### src/rtl/booth_seq_mult.sv
`default_nettype none
// ============================================================================
// Module      : booth_seq_mult
// Description : Iterative radix-2 Booth signed multiplier. One add/sub/shift
//               datapath is reused for WIDTH steps. Operands are accepted on a
//               valid/ready handshake, and the 2*WIDTH-bit product is held
//               until the consumer takes it.
// Revision    : 1.0 - initial release
// ============================================================================
module booth_seq_mult #(
    parameter int WIDTH = 8
) (
    input  logic                 clk,
    input  logic                 rst_n,
    input  logic                 in_valid,
    output logic                 in_ready,
    input  logic [WIDTH-1:0]     a,
    input  logic [WIDTH-1:0]     b,
    output logic                 out_valid,
    input  logic                 out_ready,
    output logic [2*WIDTH-1:0]   product,
    output logic                 busy
);

    localparam int            CW     = $clog2(WIDTH + 1);
    localparam logic [CW-1:0] C_LAST = CW'(WIDTH - 1);
    localparam logic [CW-1:0] C_ONE  = CW'(1);

    localparam logic [1:0] S_IDLE = 2'd0;
    localparam logic [1:0] S_RUN  = 2'd1;
    localparam logic [1:0] S_DONE = 2'd2;

    logic [1:0]         r_state;
    logic [1:0]         w_state_nxt;

    // The accumulator and multiplicand are one bit wider than the operands, so
    // that subtracting the most-negative multiplicand cannot overflow.
    logic [WIDTH:0]     r_a;
    logic [WIDTH-1:0]   r_q;
    logic               r_q1;
    logic [WIDTH:0]     r_m;
    logic [CW-1:0]      r_cnt;
    logic [2*WIDTH-1:0] r_product;

    logic [WIDTH:0]     w_t;
    logic [WIDTH:0]     w_a_next;
    logic [WIDTH-1:0]   w_q_next;
    logic               w_last;
    logic               w_accept;

    // Booth step selection: recode {Q[0], q_1} into add, subtract or pass
    always_comb begin
        w_t = r_a;
        unique case ({r_q[0], r_q1})
            2'b10:   w_t = r_a - r_m;
            2'b01:   w_t = r_a + r_m;
            default: w_t = r_a;
        endcase
    end

    // Arithmetic right shift of the combined {T, Q, q_1} register
    assign w_a_next = {w_t[WIDTH], w_t[WIDTH:1]};
    assign w_q_next = {w_t[0], r_q[WIDTH-1:1]};
    assign w_last   = (r_cnt == C_LAST);
    assign w_accept = in_valid && (r_state == S_IDLE);

    // State register
    always_ff @(posedge clk or negedge rst_n) begin
        if (!rst_n) begin
            r_state <= S_IDLE;
        end else begin
            r_state <= w_state_nxt;
        end
    end

    // Next-state logic
    always_comb begin
        w_state_nxt = r_state;
        unique case (r_state)
            S_IDLE:  if (in_valid)  w_state_nxt = S_RUN;
            S_RUN:   if (w_last)    w_state_nxt = S_DONE;
            S_DONE:  if (out_ready) w_state_nxt = S_IDLE;
            default:                w_state_nxt = S_IDLE;
        endcase
    end

    // Output decode from the current state
    always_comb begin
        in_ready  = 1'b0;
        out_valid = 1'b0;
        busy      = 1'b0;
        unique case (r_state)
            S_IDLE:  in_ready  = 1'b1;
            S_RUN:   busy      = 1'b1;
            S_DONE:  begin
                out_valid = 1'b1;
                busy      = 1'b1;
            end
            default: in_ready  = 1'b0;
        endcase
    end

    // Datapath: load operands on accept, one Booth step per RUN cycle, and
    // capture the product on the final step
    always_ff @(posedge clk or negedge rst_n) begin
        if (!rst_n) begin
            r_a       <= '0;
            r_q       <= '0;
            r_q1      <= 1'b0;
            r_m       <= '0;
            r_cnt     <= '0;
            r_product <= '0;
        end else if (w_accept) begin
            r_a   <= '0;
            r_q   <= a;
            r_q1  <= 1'b0;
            r_m   <= {b[WIDTH-1], b};
            r_cnt <= '0;
        end else if (r_state == S_RUN) begin
            r_a   <= w_a_next;
            r_q   <= w_q_next;
            r_q1  <= r_q[0];
            r_cnt <= r_cnt + C_ONE;
            if (w_last) begin
                r_product <= {w_a_next[WIDTH-1:0], w_q_next};
            end
        end
    end

    assign product = r_product;

endmodule
`default_nettype wire

### config.mk
export PLATFORM = sky130hd
export DESIGN_NAME = booth_seq_mult
export DESIGN_NICKNAME = d
export VERILOG_FILES = /design/src/rtl/booth_seq_mult.sv
export SDC_FILE = /design/constraint.sdc
export NUM_CORES = 1
export LEC_CHECK = 0
export CORE_ASPECT_RATIO = 1.75
export CORE_UTILIZATION = 58
export DETAILED_ROUTE_END_ITERATION = 6
export HOLD_SLACK_MARGIN = 0.06
export PLACE_DENSITY = 0.81
export SYNTH_ARGS = -nofsm -noshare
export SYNTH_HDL_FRONTEND = slang
export SYNTH_SLANG_ARGS = --single-unit
### constraint.sdc
create_clock -name clk -period 7.9 [get_ports clk]
set_input_delay 1.58 -clock clk [delete_from_list [all_inputs] [get_ports clk]]
set_output_delay 1.58 -clock clk [all_outputs]
set_load 0.01 [all_outputs]
# Word-level counts from Yosys, hierarchy flattened
# Cells that the tools add are included.
# W data, S select, Z words.
# classes
n_reduce_logical,6
mux,16
n_eq_ne,8
addsub,3
bitwise,1
# ops
operator,count
$mux W9,2
$pmux W9 S2,1
$mux W8,2
$add A9 B9 Y9,1
$sub A9 B9 Y9,1
$mux W4,2
$mux W2,3
$ne A2 B2 Y1 const B,3
$pmux W2 S3,1
$reduce_and A3 Y1,2
$mux W1,5
$add A4 B1 Y4 const B,1
$eq A2 B1 Y1 const B,2
$eq A2 B2 Y1 const B,2
$eq A4 B3 Y1 const B,1
$logic_not A2 Y1,1
$reduce_bool A2 Y1,1
$reduce_or A2 Y1,1
$logic_and A1 B1 Y1,1
$not A1 Y1,1
# totals
inputBits,20
word_cells,41
register_bits,48

# Logic depth before layout (Yosys ltp)
# Gate-level depths: netlist of the first run.
# depth
ltp_word,4
ltp_mapped,11

# Worst setup path before layout of the first run
# OpenSTA, ideal clock, no wires.
# synth_path
kind,in2reg
from,input port in_valid
to,register r_product[14] (netlist: product[14])
t_arrival_ns,2.626
path_buffers,1
t_required_ns,7.775
cell_stages,5
slack_ns,5.150
path_cell_list,and2_1 > or3b_1 > clkbuf_1 > clkinv_2 > mux2_2
# synth_via
elab_chain_len,3
# synth_rtl
element,line_no,source
start: declaration,15,"input logic in_valid,"
$logic_and A1 B1 Y1,65,assign w_accept = in_valid && (r_state == S_IDLE);
$not A1 Y1 (no source line),-,
$reduce_and A3 Y1 (no source line),-,
end signal: assignment,125,"r_product <= {w_a_next[WIDTH-1:0], w_q_next};"
end: declaration,43,logic [2*WIDTH-1:0] r_product;
# Every way passes these cells.
# A chain may end at the register's enable or synchronous reset.

# Final worst setup path of the first run
# Same ends and word-level chain as after synthesis.

==> out/metrics.yaml, run 1 <==
outcome: "completed"
critPathLaunchType: "input port"
fp-row-count: 31
gp_congestion: 0.7762
power_leakage_nw: 1.456
synth_top_family_by_area: "simple AND/OR/NAND/NOR gates"
clock_skew_ns: 0.009929
post-cts-setup-buffers: 0
yosys_warnings: 0
cts_hold_buf: 0
tns_ns: 0
worst-slew-pin-transition_ns: 1.016
synth_compound_area_share_pct: 13.92
crit_path_end_kind: "register"
syn_area_mm2: 0.002580
clockBufferDepth: 2
peakVddDrop_mv: 0.3154
rrSetupSlack_ns: 5.03
wirelength_um: 5421
synth-simple-area-share_pct: 16.93
synth_xor_area_share_pct: 4.753
die_y_um: 90.23
clk_pin_slew_ns: 0.09
powerDensity_mw_per_mm2: 470.2
cts_resized: 0
hold_viol: 0
syn_nets: 309
synth_seq_cells: 47
drt_iter0_drc: 35
required_ns: 8.09
netlist_instances: 274
period_share_pct: 45.69
route.detailed.drc: 0
ys_seq_area_share_pct: 45.59
antenna_found_initial: 0
r2r_cells: 9
timing.max_cap.violations: 0
htreeDepth: 2
syn2layout_area_growth_pct: 18.57
reg2reg_to: "r_a[7]"
firstDrtPassIters: 4
cts_tree: "yes"
critPathMaxFanout: 38
dp_hpwl_um: 3983
crit_path_end: "product[14]"
die-area_mm2: 0.004729
cts_buffers: 5
grtUsageTotal_pct: 24.77
io_pins: 39
drv_slew: 0
finalCriticalPeriod_ns: 3.610
grt_max_degree: 48
synth-main-ff-cell: "dfrtp_1"
rsz0062_at_grt: "no"
holdWs_ns: 0.5045
min_path_type: "reg2reg"
drive_gt1_share_pct: 6.452
cts_sinks: 47
synth_area_per_cell_um2: 9.416
criticalPathCategory: "in2reg"
clock_latency_ns: 0.29
io_buffers: 38
core_mm2: 0.004189
overflow: 0
ys_types: 45
clock.fmax_mhz: 277.0
max_slew_margin_pct: 32.24
vias: 2017
synth.area.mux_share_pct: 7.517
synthAdderAreaFrac_pct: 7.565
worstReg2RegStart: "r_q[0]"
fillers: 337
start_util_pct: 61.59
ctsRootBufferMaster: "clkbuf_8"
die_x_um: 52.42
synth-edff-count: 0
grt_pass1_vias: 2007
avgRoutedWirePerCell_um: 15.10
final_util_pct: 73.03
worstSetupStartpoint: "in_valid"
finalNetCount: 344
grt_pass1_wl_um: 8783
avgViaCountPerCell: 5.618
async_flop_share_pct: 100.0
worstPathArrival_ns: 3.80
setup_violations: 0
diodes: 0
ant_nets: 0
-- cell usage after synthesis, types with 3 or more instances --
cell	number	share of area [%]
nand2_1	64	9.3
dfrtp_1	47	46
nor2_1	20	2.9
o21ai_0	20	3.9
mux2i_1	16	6.2
ha_1	14	6.8
xor2_1	10	3.4
inv_1	9	1.3
a21oi_1	8	1.6
clkbuf_1	7	1.0
a211oi_1	5	1.5
buf_2	4	0.78
nand4_1	4	0.97
xnor2_1	4	1.4
mux2_2	3	1.3
nor3_1	3	0.58
-- registers in the layout (all words and copies together), names as in the netlist --
signal,flops
product,16
r_a,8
r_m,8
r_q,8
r_cnt,4
r_state,2
r_q1,1
-- power by group --
group / leakage (nW) / switching (mW) / internal (mW)
Clock: 0.0412 / 0.0781 / 0.0619
Sequential: 0.612 / 0.0910 / 0.344
Combinational: 0.802 / 0.468 / 0.395
Total: 1.46 / 0.637 / 0.801
-- routing by layer --
layer	vias up	global-route usage [%]	share of wire, %
met5	-	0	0
met3	4	3.553	2.0
met1	982	29.46	40
li1	1004	-	-
met2	27	43.99	56
met4	0	7.456	1.3
-- cell type report --
cell class                      count  area, µm²  share of cell area [%]
Clock inverter                      2      12.51                  0.4090
Sequential cell                    47       1176                   38.45
Tap cell                           49      61.31                   2.004
Inverter                           10      38.79                   1.268
Clock buffer                        6      72.57                   2.372
Timing Repair Buffer               40      390.4                   12.76
Multi-Input combinational cell    205       1308                   42.74
-- per-stage QoR --
stage | setup WS, ns | cells | power (mW) | instance area [µm²]
3_5_place_dp | 3.970 | 351 | 1.301 | 2974
4_1_cts | 4.297 | 359 | 1.445 | 3059
3_3_place_gp | 4.025 | 351 | 1.266 | 2974
2_1_floorplan | 5.150 | 274 | 1.050 | 2580
6_report | 4.290 | 359 | 1.438 | 3059
5_1_grt | 4.146 | 359 | 1.560 | 3059
-- worst max-delay path, cell delays in order --
cell and delay (ns):
clkdlybuf4s50_1 0.49, and2_1 0.12, buf_4 0.32, or3b_1 0.64
clkinv_2 0.29, mux2_2 0.33
-- cells by family (layout without fill, tap and decap cells) --
kind of cell,Yosys count,count (layout)
AO/OA/AOI/OAI,55,55
XOR/XNOR,14,14
adder cells (fa/ha/maj),15,15
buffers and inverters,22,58
flip-flops,47,47
multiplexers,19,19
AND/OR/NAND/NOR,102,102
-- worst min-delay path by stage --
stage | from | to | slack, ns | cells past startpoint
floorplan | r_q[7] | product[6] | 0.45 | 2
finish | product[1] | product[1] | 0.50 | 2
CTS | product[13] | product[13] | 0.50 | 2
global placement | product[10] | product[10] | 0.48 | 2
detailed placement | product[13] | product[13] | 0.48 | 2
global route | product[10] | product[10] | 0.52 | 2
-- cell usage in the layout (no fill, tap or decap), types with 2 or more instances in the layout --
master,netlist,layout
a211o_1,2,2
a211oi_1,5,5
a21o_1,2,2
a21oi_1,8,8
a31o_1,2,2
buf_4,0,2
clkbuf_8,0,5
clkdlybuf4s50_1,0,37
clkinv_2,1,2
dfrtp_1,47,47
ha_1,14,14
inv_1,9,9
mux2_2,3,3
mux2i_1,16,16
nand2_1,64,64
nand2b_1,2,2
nand4_1,4,4
nor2_1,20,20
nor3_1,3,3
nor3b_1,2,2
o211ai_1,2,2
o21ai_0,20,20
o21ai_1,2,2
xnor2_1,4,4
xor2_1,10,10
Note: power is estimated with default switching activity, not from simulation.
==> inputs of run 2 (changes only) <==
Settings changed: CORE_UTILIZATION 58 to 49, PLACE_DENSITY 0.81 to 0.72.
Clock period 7.9 ns to 3.25 ns, I/O delays scaled along.
==> run 2 against run 1 <==
Effect of this change: sequential cell count unchanged; sequential power increased by 140%; clock power increased to 3.6 times the previous value; register-to-register slack got worse by 4.6 ns; combinational power increased by 140%; non-clock buffer count increased by 1; critical path depth increased by 4; power increased to 2.5 times the previous value; cell count increased by 1.7%; first-iteration DRC count increased by 8.6%; setup slack got worse by 3.9 ns; largest cell class unchanged.
==> out/metrics.yaml, run 2 (synthesized netlist as in run 1, its figures left out) <==
outcome: "completed"
met2_wirelength_um: 2868
hold_viol: 0
cts_buffers: 5
min_path_type: "reg2reg"
required_ns: 3.44
overflow: 0
clk_pin_slew_ns: 0.09
final_common_cell: "nand2_1"
cts_resized: 0
antenna_found_initial: 0
crit_path_end_kind: "register"
fin_ws_ns: 0.3991
route.detailed.drc: 0
io_buffers: 38
peakVddDrop_mv: 0.6755
critPathMaxFanout: 4
post-cts-setup-buffers: 0
worst-slew-pin-transition_ns: 1.018
setup_violations: 0
grt_pass1_vias: 2035
crit_chain: "inv_1 > ha_1 > nor3b_1 > nor2_1 > xor2_1 > ha_1 > nand4_1 > a2111oi_2 > a211oi_1 > mux2_2"
clock.fmax_mhz: 350.8
largest_reg_flops: 16
firstDrtPassIters: 4
drive_gt1_share_pct: 7.074
syn2layout_area_growth_pct: 21.10
place_inst: 357
clock_skew_ns: 0.005154
gp_congestion: 0.8872
die_y_um: 97.99
cts_tree: "yes"
grtUsageTotal_pct: 21.49
die-area_mm2: 0.005571
critPathMostFrequentCell: "ha_1"
drv_slew: 0
clock_latency_ns: 0.30
avgViaCountPerCell: 5.603
worstReg2RegStart: "r_m[0]"
io_pins: 39
vias: 2045
cts_hold_buf: 0
final_cell_mix: "64 x nand2_1, 47 x dfrtp_1, 37 x clkdlybuf4s50_1, 20 x nor2_1, 20 x o21ai_0"
grt_max_degree: 48
clockBufferDepth: 2
fillers: 477
wl_met3_um: 136
hold_start: "product[2]"
core_mm2: 0.005020
dp_hpwl_um: 3939
tns_ns: 0
start_util_pct: 51.40
critPathLaunchType: "register"
finalCriticalPeriod_ns: 2.851
reg2reg_to: "product[14]"
max_slew_margin_pct: 32.12
htreeDepth: 2
fp-row-count: 34
critPathSlowestCell: "dfrtp_1"
ctsRootBufferMaster: "clkbuf_8"
top_layer: "met4"
avgRoutedWirePerCell_um: 14.73
powerDensity_mw_per_mm2: 1168
rrSetupSlack_ns: 0.40
hold_path_depth: 2
cts_sinks: 47
grt_pass1_wl_um: 9342
period_share_pct: 87.72
ant_nets: 0
min_to: "product[2]"
wirelength_um: 5377
drt_iter0_drc: 38
die_x_um: 56.85
timing.max_cap.violations: 0
power_leakage_nw: 1.483
pre_cts_ws_ns: 0.4771
worstPathArrival_ns: 3.04
rsz0062_at_grt: "no"
finalNetCount: 345
stdcell_count: 365
slowest_delay_ns: 0.43
criticalPathCategory: "reg2reg"
diodes: 0
r2r_cells: 10
drt-met1-wl_um: 2171
run 2: cell types whose count changed in the layout (fill, tap and decap cells not counted):
| cell | before | now |
|---|---|---|
| bufinv_16 | 0 | 2 |
| buf_4 | 2 | 3 |
| clkinv_2 | 2 | 1 |
| clkbuf_1 | 1 | 0 |
run 2: layout make-up:
type / count / area, µm² / area share [%]
clock buffer: 5 / 68.82 / 2.203
clock inverter: 3 / 67.56 / 2.163
inverter: 10 / 38.79 / 1.241
multi-input combinational: 205 / 1308 / 41.85
sequential: 47 / 1176 / 37.65
tap: 54 / 67.56 / 2.163
timing repair buffer: 41 / 397.9 / 12.74
run 2: power by group:
part / switching [mW] / total [mW] / internal [mW]
sequential: 0.207 / 1.04 / 0.836
clock: 0.200 / 0.506 / 0.307
combinational: 1.13 / 2.10 / 0.966
run 2: critical path, delay by kind of cell, from the launching register on:
family / cells / cell delay, ns
DFF: 1 / 0.43
buffers and inverters: 1 / 0.10
muxes: 1 / 0.27
adders and majority gates: 2 / 0.56
xor gates and xnor gates: 1 / 0.18
and+or+nand+nor: 3 / 0.70
AOI/OAI and AO/OA: 2 / 0.52
run 2: worst max path at each step:
stage,startpoint,endpoint,slack [ns],cells after the start
finish,r_m[0],product[14],0.40,10
global placement,r_q[0],r_a[7],0.55,9
detailed placement,r_q[0],r_a[7],0.48,9
global route,r_m[0],r_a[7],0.20,11
CTS,r_m[1],product[14],0.40,10
floorplan,r_q[0],r_a[7],0.71,10
run 2: per-stage QoR:
step / util (%) / total power, mW / hold slack [ns] / area [µm²]
after global routing: 62.24 / 3.948 / 0.5226 / 3124
after CTS: 62.24 / 3.671 / 0.4897 / 3124
final: 62.24 / 3.648 / 0.4809 / 3124
after detailed placement: 59.52 / 3.140 / 0.4630 / 2988
after floorplan: - / 2.552 / 0.3544 / 2580
after global placement: 59.52 / 3.125 / 0.4610 / 2988
run 2: metal layers:
metal	vias up	GRT usage (%)
met5	-	0
met4	0	10.88
met3	16	3.444
met2	43	37.27
met1	984	25.22
li1	1002	-
